--- src/rtl/mem_port_arbiter.sv ---
// Two-requester arbiter (instruction fetch / data) in front of one single-port,
// variable-latency memory. Round-robin on collision, 1-cycle completion pulses, watchdog.
module mem_port_arbiter #(
  parameter int WORD_SIZE = 32,
  parameter int TIMEOUT   = 255
) (
  input  logic                 i_clk,
  input  logic                 i_rstn,
  input  logic                 i_if_req,
  input  logic [WORD_SIZE-1:0] i_if_addr,
  output logic [WORD_SIZE-1:0] o_if_rdata,
  output logic                 o_if_valid,
  input  logic                 i_dm_req,
  input  logic                 i_dm_wen,
  input  logic [WORD_SIZE-1:0] i_dm_addr,
  input  logic [WORD_SIZE-1:0] i_dm_wd,
  output logic [WORD_SIZE-1:0] o_dm_rdata,
  output logic                 o_dm_valid,
  output logic                 o_mem_req,
  output logic                 o_mem_wen,
  output logic [WORD_SIZE-1:0] o_mem_addr,
  output logic [WORD_SIZE-1:0] o_mem_wd,
  input  logic                 i_mem_ack,
  input  logic [WORD_SIZE-1:0] i_mem_rdata,
  output logic                 o_stall,
  output logic                 o_timeout
);

  typedef enum logic [1:0] {IDLE, BUSY_DM, BUSY_IF} state_t;

  typedef struct packed {
    logic                 wen;
    logic [WORD_SIZE-1:0] addr;
    logic [WORD_SIZE-1:0] wd;
  } mem_cmd_t;

  localparam bit WD_EN = (TIMEOUT > 0);
  localparam int CW    = WD_EN ? $clog2(TIMEOUT + 1) : 1;

  state_t        state;
  mem_cmd_t      cmd;
  logic          last_dm;
  logic [CW-1:0] wait_cnt;

  logic dm_elig, if_elig, grant_dm, grant_if, wd_hit;

  // A requester whose valid is up this cycle has just been served and must not re-issue.
  assign dm_elig  = i_dm_req & ~o_dm_valid;
  assign if_elig  = i_if_req & ~o_if_valid;
  assign grant_dm = dm_elig & (~if_elig | ~last_dm);
  assign grant_if = if_elig & ~grant_dm;
  assign wd_hit   = WD_EN && (wait_cnt == CW'(TIMEOUT - 1));

  assign o_mem_wen  = cmd.wen;
  assign o_mem_addr = cmd.addr;
  assign o_mem_wd   = cmd.wd;
  assign o_stall    = (i_dm_req & ~o_dm_valid) | (i_if_req & ~o_if_valid);

  always_ff @(posedge i_clk or negedge i_rstn) begin
    if (!i_rstn) begin
      state      <= IDLE;
      cmd        <= '0;
      last_dm    <= 1'b0;
      wait_cnt   <= '0;
      o_mem_req  <= 1'b0;
      o_if_rdata <= '0;
      o_if_valid <= 1'b0;
      o_dm_rdata <= '0;
      o_dm_valid <= 1'b0;
      o_timeout  <= 1'b0;
    end else begin
      o_if_valid <= 1'b0;
      o_dm_valid <= 1'b0;
      case (state)
        IDLE: begin
          wait_cnt <= '0;
          if (grant_dm) begin
            state     <= BUSY_DM;
            o_mem_req <= 1'b1;
            cmd       <= '{wen: i_dm_wen, addr: i_dm_addr, wd: i_dm_wd};
            last_dm   <= 1'b1;
          end else if (grant_if) begin
            state     <= BUSY_IF;
            o_mem_req <= 1'b1;
            cmd       <= '{wen: 1'b0, addr: i_if_addr, wd: '0};
            last_dm   <= 1'b0;
          end
        end
        BUSY_DM, BUSY_IF: begin
          if (i_mem_ack) begin
            o_mem_req <= 1'b0;
            state     <= IDLE;
            wait_cnt  <= '0;
            if (state == BUSY_DM) begin
              o_dm_valid <= 1'b1;
              if (!cmd.wen) o_dm_rdata <= i_mem_rdata;
            end else begin
              o_if_valid <= 1'b1;
              o_if_rdata <= i_mem_rdata;
            end
          end else if (wd_hit) begin
            // Abort without a valid pulse; the requester stays pending and is re-arbitrated.
            o_mem_req <= 1'b0;
            o_timeout <= 1'b1;
            state     <= IDLE;
            wait_cnt  <= '0;
          end else begin
            wait_cnt <= wait_cnt + 1'b1;
          end
        end
        default: begin
          state     <= IDLE;
          o_mem_req <= 1'b0;
        end
      endcase
    end
  end

endmodule

--- config.mk ---
export PLATFORM = sky130hd
export DESIGN_NAME = mem_port_arbiter
export DESIGN_NICKNAME = d
export VERILOG_FILES = /design/src/rtl/mem_port_arbiter.sv
export SDC_FILE = /design/constraint.sdc
export NUM_CORES = 1
export LEC_CHECK = 0
export CORE_ASPECT_RATIO = 0.9
export CORE_UTILIZATION = 48
export DETAILED_ROUTE_END_ITERATION = 6
export PLACE_DENSITY = 0.9
export SYNTH_ARGS = -nofsm -noshare
export SYNTH_HDL_FRONTEND = slang
export SYNTH_SLANG_ARGS = --single-unit
--- constraint.sdc ---
create_clock -name i_clk -period 4.8 [get_ports i_clk]
set_clock_uncertainty 0.2 [all_clocks]
set_input_delay 0.96 -clock i_clk [delete_from_list [all_inputs] [get_ports i_clk]]
set_output_delay 0.96 -clock i_clk [all_outputs]
set_load 0.05 [all_outputs]
# Yosys cells after proc, flatten, opt, wreduce, memory -nomap -nowiden
# Index checks and enable logic that the tools add are counted.
[totals] register_bits=144 rom_bits=0 latchBits=0 wordCells=64 mem_count=0 ramBits=0 inputBits=134
[op_classes] eq_ne=5 n_lt_le_gt_ge=0 n_mul=0 muxes=23 add_sub_neg=1 div_mod_pow=0 reduce_logical=9 n_bitwise=14 shifts=0
[op_table] cell="2-to-1 mux 65 bit" count=2
[op_table] cell="2-to-1 mux 8 bit" count=2
[op_table] cell="one-hot mux 8 bit (2 select lines)" count=1
[op_table] cell="2-to-1 mux 1 bit" count=12
[op_table] cell="adder 8 x 1 -> 8 bit (second input constant)" count=1
[op_table] cell="equality test 8 bit (second input constant)" count=1
[op_table] cell="2-to-1 mux 2 bit" count=4
[op_table] cell="inverter 1 bit" count=8
[op_table] cell="!= test 3 bit (second input constant)" count=2
[op_table] cell="AND reduction 3 bit" count=2
[op_table] cell="AND 1 bit" count=4
[op_table] cell="one-hot mux 2 bit (2 select lines)" count=1
[op_table] cell="AND reduction 2 bit" count=2
[op_table] cell="AND reduction 4 bit" count=1
[op_table] cell="nonzero test 2 bit" count=2
[op_table] cell="equality test 2 x 1 -> 1 bit (second input constant)" count=1
[op_table] cell="equality test 2 bit (second input constant)" count=1
[op_table] cell="logical NOT 2 bit" count=1
[op_table] cell="bitwise OR 1 bit" count=2
[op_table] cell="one-hot mux 1 bit (2 select lines)" count=1
[op_table] cell="OR reduction 2 bit" count=1

# Depth between registers and ports, before layout
[logic_depth] ltp_word=10 ltp_mapped=6 mapped_depth_nobuf=5

# Worst setup path after synthesis
# No wires, ideal clock.
[synth_timing] kind="in2out" startpoint="input port i_if_req" endpoint="output port o_stall" required_time_ps=3640 arrival_time_ps=1784 path_stages=4 slack_ps=1856 cell_sequence="nand2b_1 -> clkbuf_1 -> buf_2 -> nand2_1"
[synth_via] elab_chain_cells=2
[synth_lines] element="from (decl)" line="9" rtl="input logic i_if_req,"
[synth_lines] element="AND 1 bit" line="57" rtl="assign o_stall = (i_dm_req & ~o_dm_valid) | (i_if_req & ~o_if_valid);"
[synth_lines] element="bitwise OR 1 bit" line="57"
[synth_lines] element="to (decl)" line="25" rtl="output logic o_stall,"
# Every way passes these cells.

# Final worst setup path
[layout_timing] startpoint="input port i_dm_req" endpoint="output port o_stall"
[layout_via] elab_chain_cells=2
[layout_lines] element="from (decl)" line="13" rtl="input logic i_dm_req,"
[layout_lines] element="AND 1 bit" line="57"
[layout_lines] element="bitwise OR 1 bit" line="57"
# Every way passes these cells.

==> results.yml <==
outcome:
  status: "completed"
synthesis:
  yosysMostFrequentCell: "dfrtp_1"
  syn-cell-area_um2: 6860
  synth_top_area_share_pct: 52.5
  yosys-top-cells-area: "dfrtp_1 (53%), mux2_2 (11%), a221oi_2 (5.7%), a22oi_2 (5.5%), and3b_1 (4.3%)"
  netlist_instances: 526
  syn_avg_cell_area_um2: 13.0
  synth-edff-count: 0
  yosysWarnings: 0
  yosys_most_used_dff: "dfrtp_1"
  synth_seq_cells: 144
  synth.distinct_cells: 50
  ys_top_cells_by_count: "dfrtp_1 (144), mux2_2 (64), inv_1 (39), o21ai_0 (37), and3b_1 (34)"
  yosysTopAreaCell: "dfrtp_1"
  synth_seq_area_share_pct: 52.5
  postSynthNetCount: 666
  synthArstFlopShare_pct: 100
clocking:
  clk_pin_slew_ps: 60
  cts_buffers: 17
  h-tree-depth: 4
  cts_tree: "yes"
  clk_latency_ps: 420
  cts_sinks: 144
  cts_hold_buf: 0
  cts_root_buf: "clkbuf_16"
  postCtsSetupRepairBufs: 0
  post_cts_resized: 0
  cts_buffer_depth: 2
setup_path:
  cp_slowest_stage_delay_ps: 820
  critical_path_class: "input port to output port"
  cp_data_required_time_ps: 3640
  crit_slowest_cell: "clkdlybuf4s50_1"
  worstPathArrival_ps: 2550
  critical_path.top_delay_family: "buffers and inverters"
  critPathBufInv: 2
  crit_chain: "clkdlybuf4s50_1 > nand2b_4 > nand2_1 > buf_12"
  crit_path_end_kind: "output port"
  critPathMaxFanout: 33
  startpoint_type: "input port"
sta:
  clock.fmax_mhz: 270
  final-setup-viol-count: 0
  setup_tns_ps: 0
  rsz0062_at_grt: "no"
  worstMarginPinSlew_ps: 918
  period_needed_ps: 3710
  relSlewSlack_pct: 38.7
  hold_viol_final: 0
  worst_slack_ps: 1090
  finalCritPeriodShare_pct: 77.2
  drv_slew: 0
final_layout:
  fillCellCount: 879
  multi_input_area_um2: 2820
  diodes: 0
  layout.nets: 919
  layout.area.seq_um2: 3600
  drive_gt1_share_pct: 22.7
  syn_to_final_growth_pct: 48.1
drt:
  dr.pass1.iters: 4
  drt_iter0_drc: 290
  wirelength_mm: 19.7
  routedWlPerCell_um: 20.0
  via_count: 5455
  drtAntennaViolNets: 0
  via_per_inst: 5.54
  drc: 0
die:
  die_width_um: 128
  start_util_pct: 49.0
  core-area_um2: 14000
  io-pin-count: 268
  fp-row-count: 41
  die_area_um2: 14800
  die_h_um: 115
global_route:
  grt_pass1_wl_mm: 30.4
  antenna_found_initial: 0
  grt_max_degree: 71
  first_global_vias: 5773
  grt.overflow.total: 0
  grt_util_all_layers_pct: 26.7
placement:
  pre_cts_ws_ps: 1120
  post-dp-hpwl_mm: 13.6
  gp_congestion: 0.797
  numPortBuffers: 267
pwr:
  power_density_nw_per_um2: 804
  power.leakage_nw: 4.35
  ir_worst_vdd_uv: 577
worst_hold_path:
  hold_path_class: "flip-flop to flip-flop"
job:
  drv_cap: 0
-- layout by cell type, fill, tap and decap left out, types with 2 or more instances in the layout --
master           instances
o311ai_1                 2
ha_1                     6
a221oi_1                 6
and3b_1                 34
a22oi_1                  4
clkbuf_16               17
dfrtp_1                144
mux2_2                  64
inv_1                   39
a22o_1                  29
clkdlybuf4s50_1        265
a211oi_1                 3
nand2_1                  8
nand3b_1                 3
clkinv_2                 2
nand3_1                  4
a221oi_2                26
o211ai_1                 4
nand2b_1                 2
clkinv_4                 3
nor2_1                   3
a22oi_2                 30
or3_1                    2
buf_4                   12
clkinvlp_4               2
nand4_1                  4
o21ai_0                 37
inv_6                    4
a22o_2                   4
-- routing by layer --
| layer | share of wire, % | global-route usage (%) | vias up |
|---|---|---|---|
| li1 | - | - | 2463 |
| met3 | 7.8 | 8.91 | 31 |
| met4 | 1.9 | 9.25 | 0 |
| met1 | 40 | 31.5 | 2716 |
| met5 | 0 | 0 | - |
| met2 | 51 | 46.1 | 245 |
-- metrics by stage --
stage	cell area [um^2]	hold slack (ps)	power, mW	instances	util, %
CTS	10200	302	8.21	985	72.5
global placement	9590	284	6.73	953	68.5
detailed placement	9590	285	6.88	953	68.5
floorplan	6860	272	5.35	526	-
global route	10200	319	8.50	985	72.5
finish	10200	298	8.17	985	72.5
-- report_power, final --
part	switching (mW)	leakage, nW	internal, mW
clock network	0.541	0.277	0.737
registers	0.353	1.75	1.77
logic	3.04	2.32	1.73
total	3.93	4.35	4.24
-- worst reg2reg max path: cells and delay by family (launching register included) --
kind	cells	cell delay (ps)
flops	1	920
buf+inv	1	450
simple gates	1	310
compound gates	2	830
-- cells by family (layout without fill, tap and decap cells) --
family / count (synthesis) / in the layout / share of synthesized area [%]
adders and majority gates: 6 / 6 / 1.09
buffers and inverters: 85 / 351 / 6.40
and+or+nand+nor: 74 / 74 / 8.01
muxes: 65 / 65 / 10.7
DFF: 144 / 144 / 52.5
AOI/OAI and AO/OA: 152 / 152 / 21.3
-- registers in the layout, indices dropped and copies added (netlist names) --
register	cells
last_dm	1
o_dm_rdata	32
o_dm_valid	1
o_if_rdata	32
o_if_valid	1
o_mem_addr	32
o_mem_req	1
o_mem_wd	32
o_mem_wen	1
o_timeout	1
state	2
wait_cnt	8
-- final cells by class --
cell class	instances	share of cell area, %
Clock buffer	19	4.36
Clock inverter	13	1.26
Inverter	40	1.48
Multi-Input combinational cell	297	27.8
Sequential cell	144	35.5
Tap cell	193	2.38
Timing Repair Buffer	279	27.3
-- worst paths after layout --
check,startpoint,to,slack (ps),cells after the start
max,i_dm_req,o_stall,1090,4
min,o_mem_wd[2],o_mem_wd[2],300,1
max reg2reg,o_dm_valid,o_mem_wd[10],2030,4
min reg2reg,o_mem_wd[2],o_mem_wd[2],300,1
max in group asynchronous,i_rstn,o_mem_addr[2],3020,2
min in group asynchronous,i_rstn,o_if_rdata[27],330,1
(Power assumes the default switching activity.)
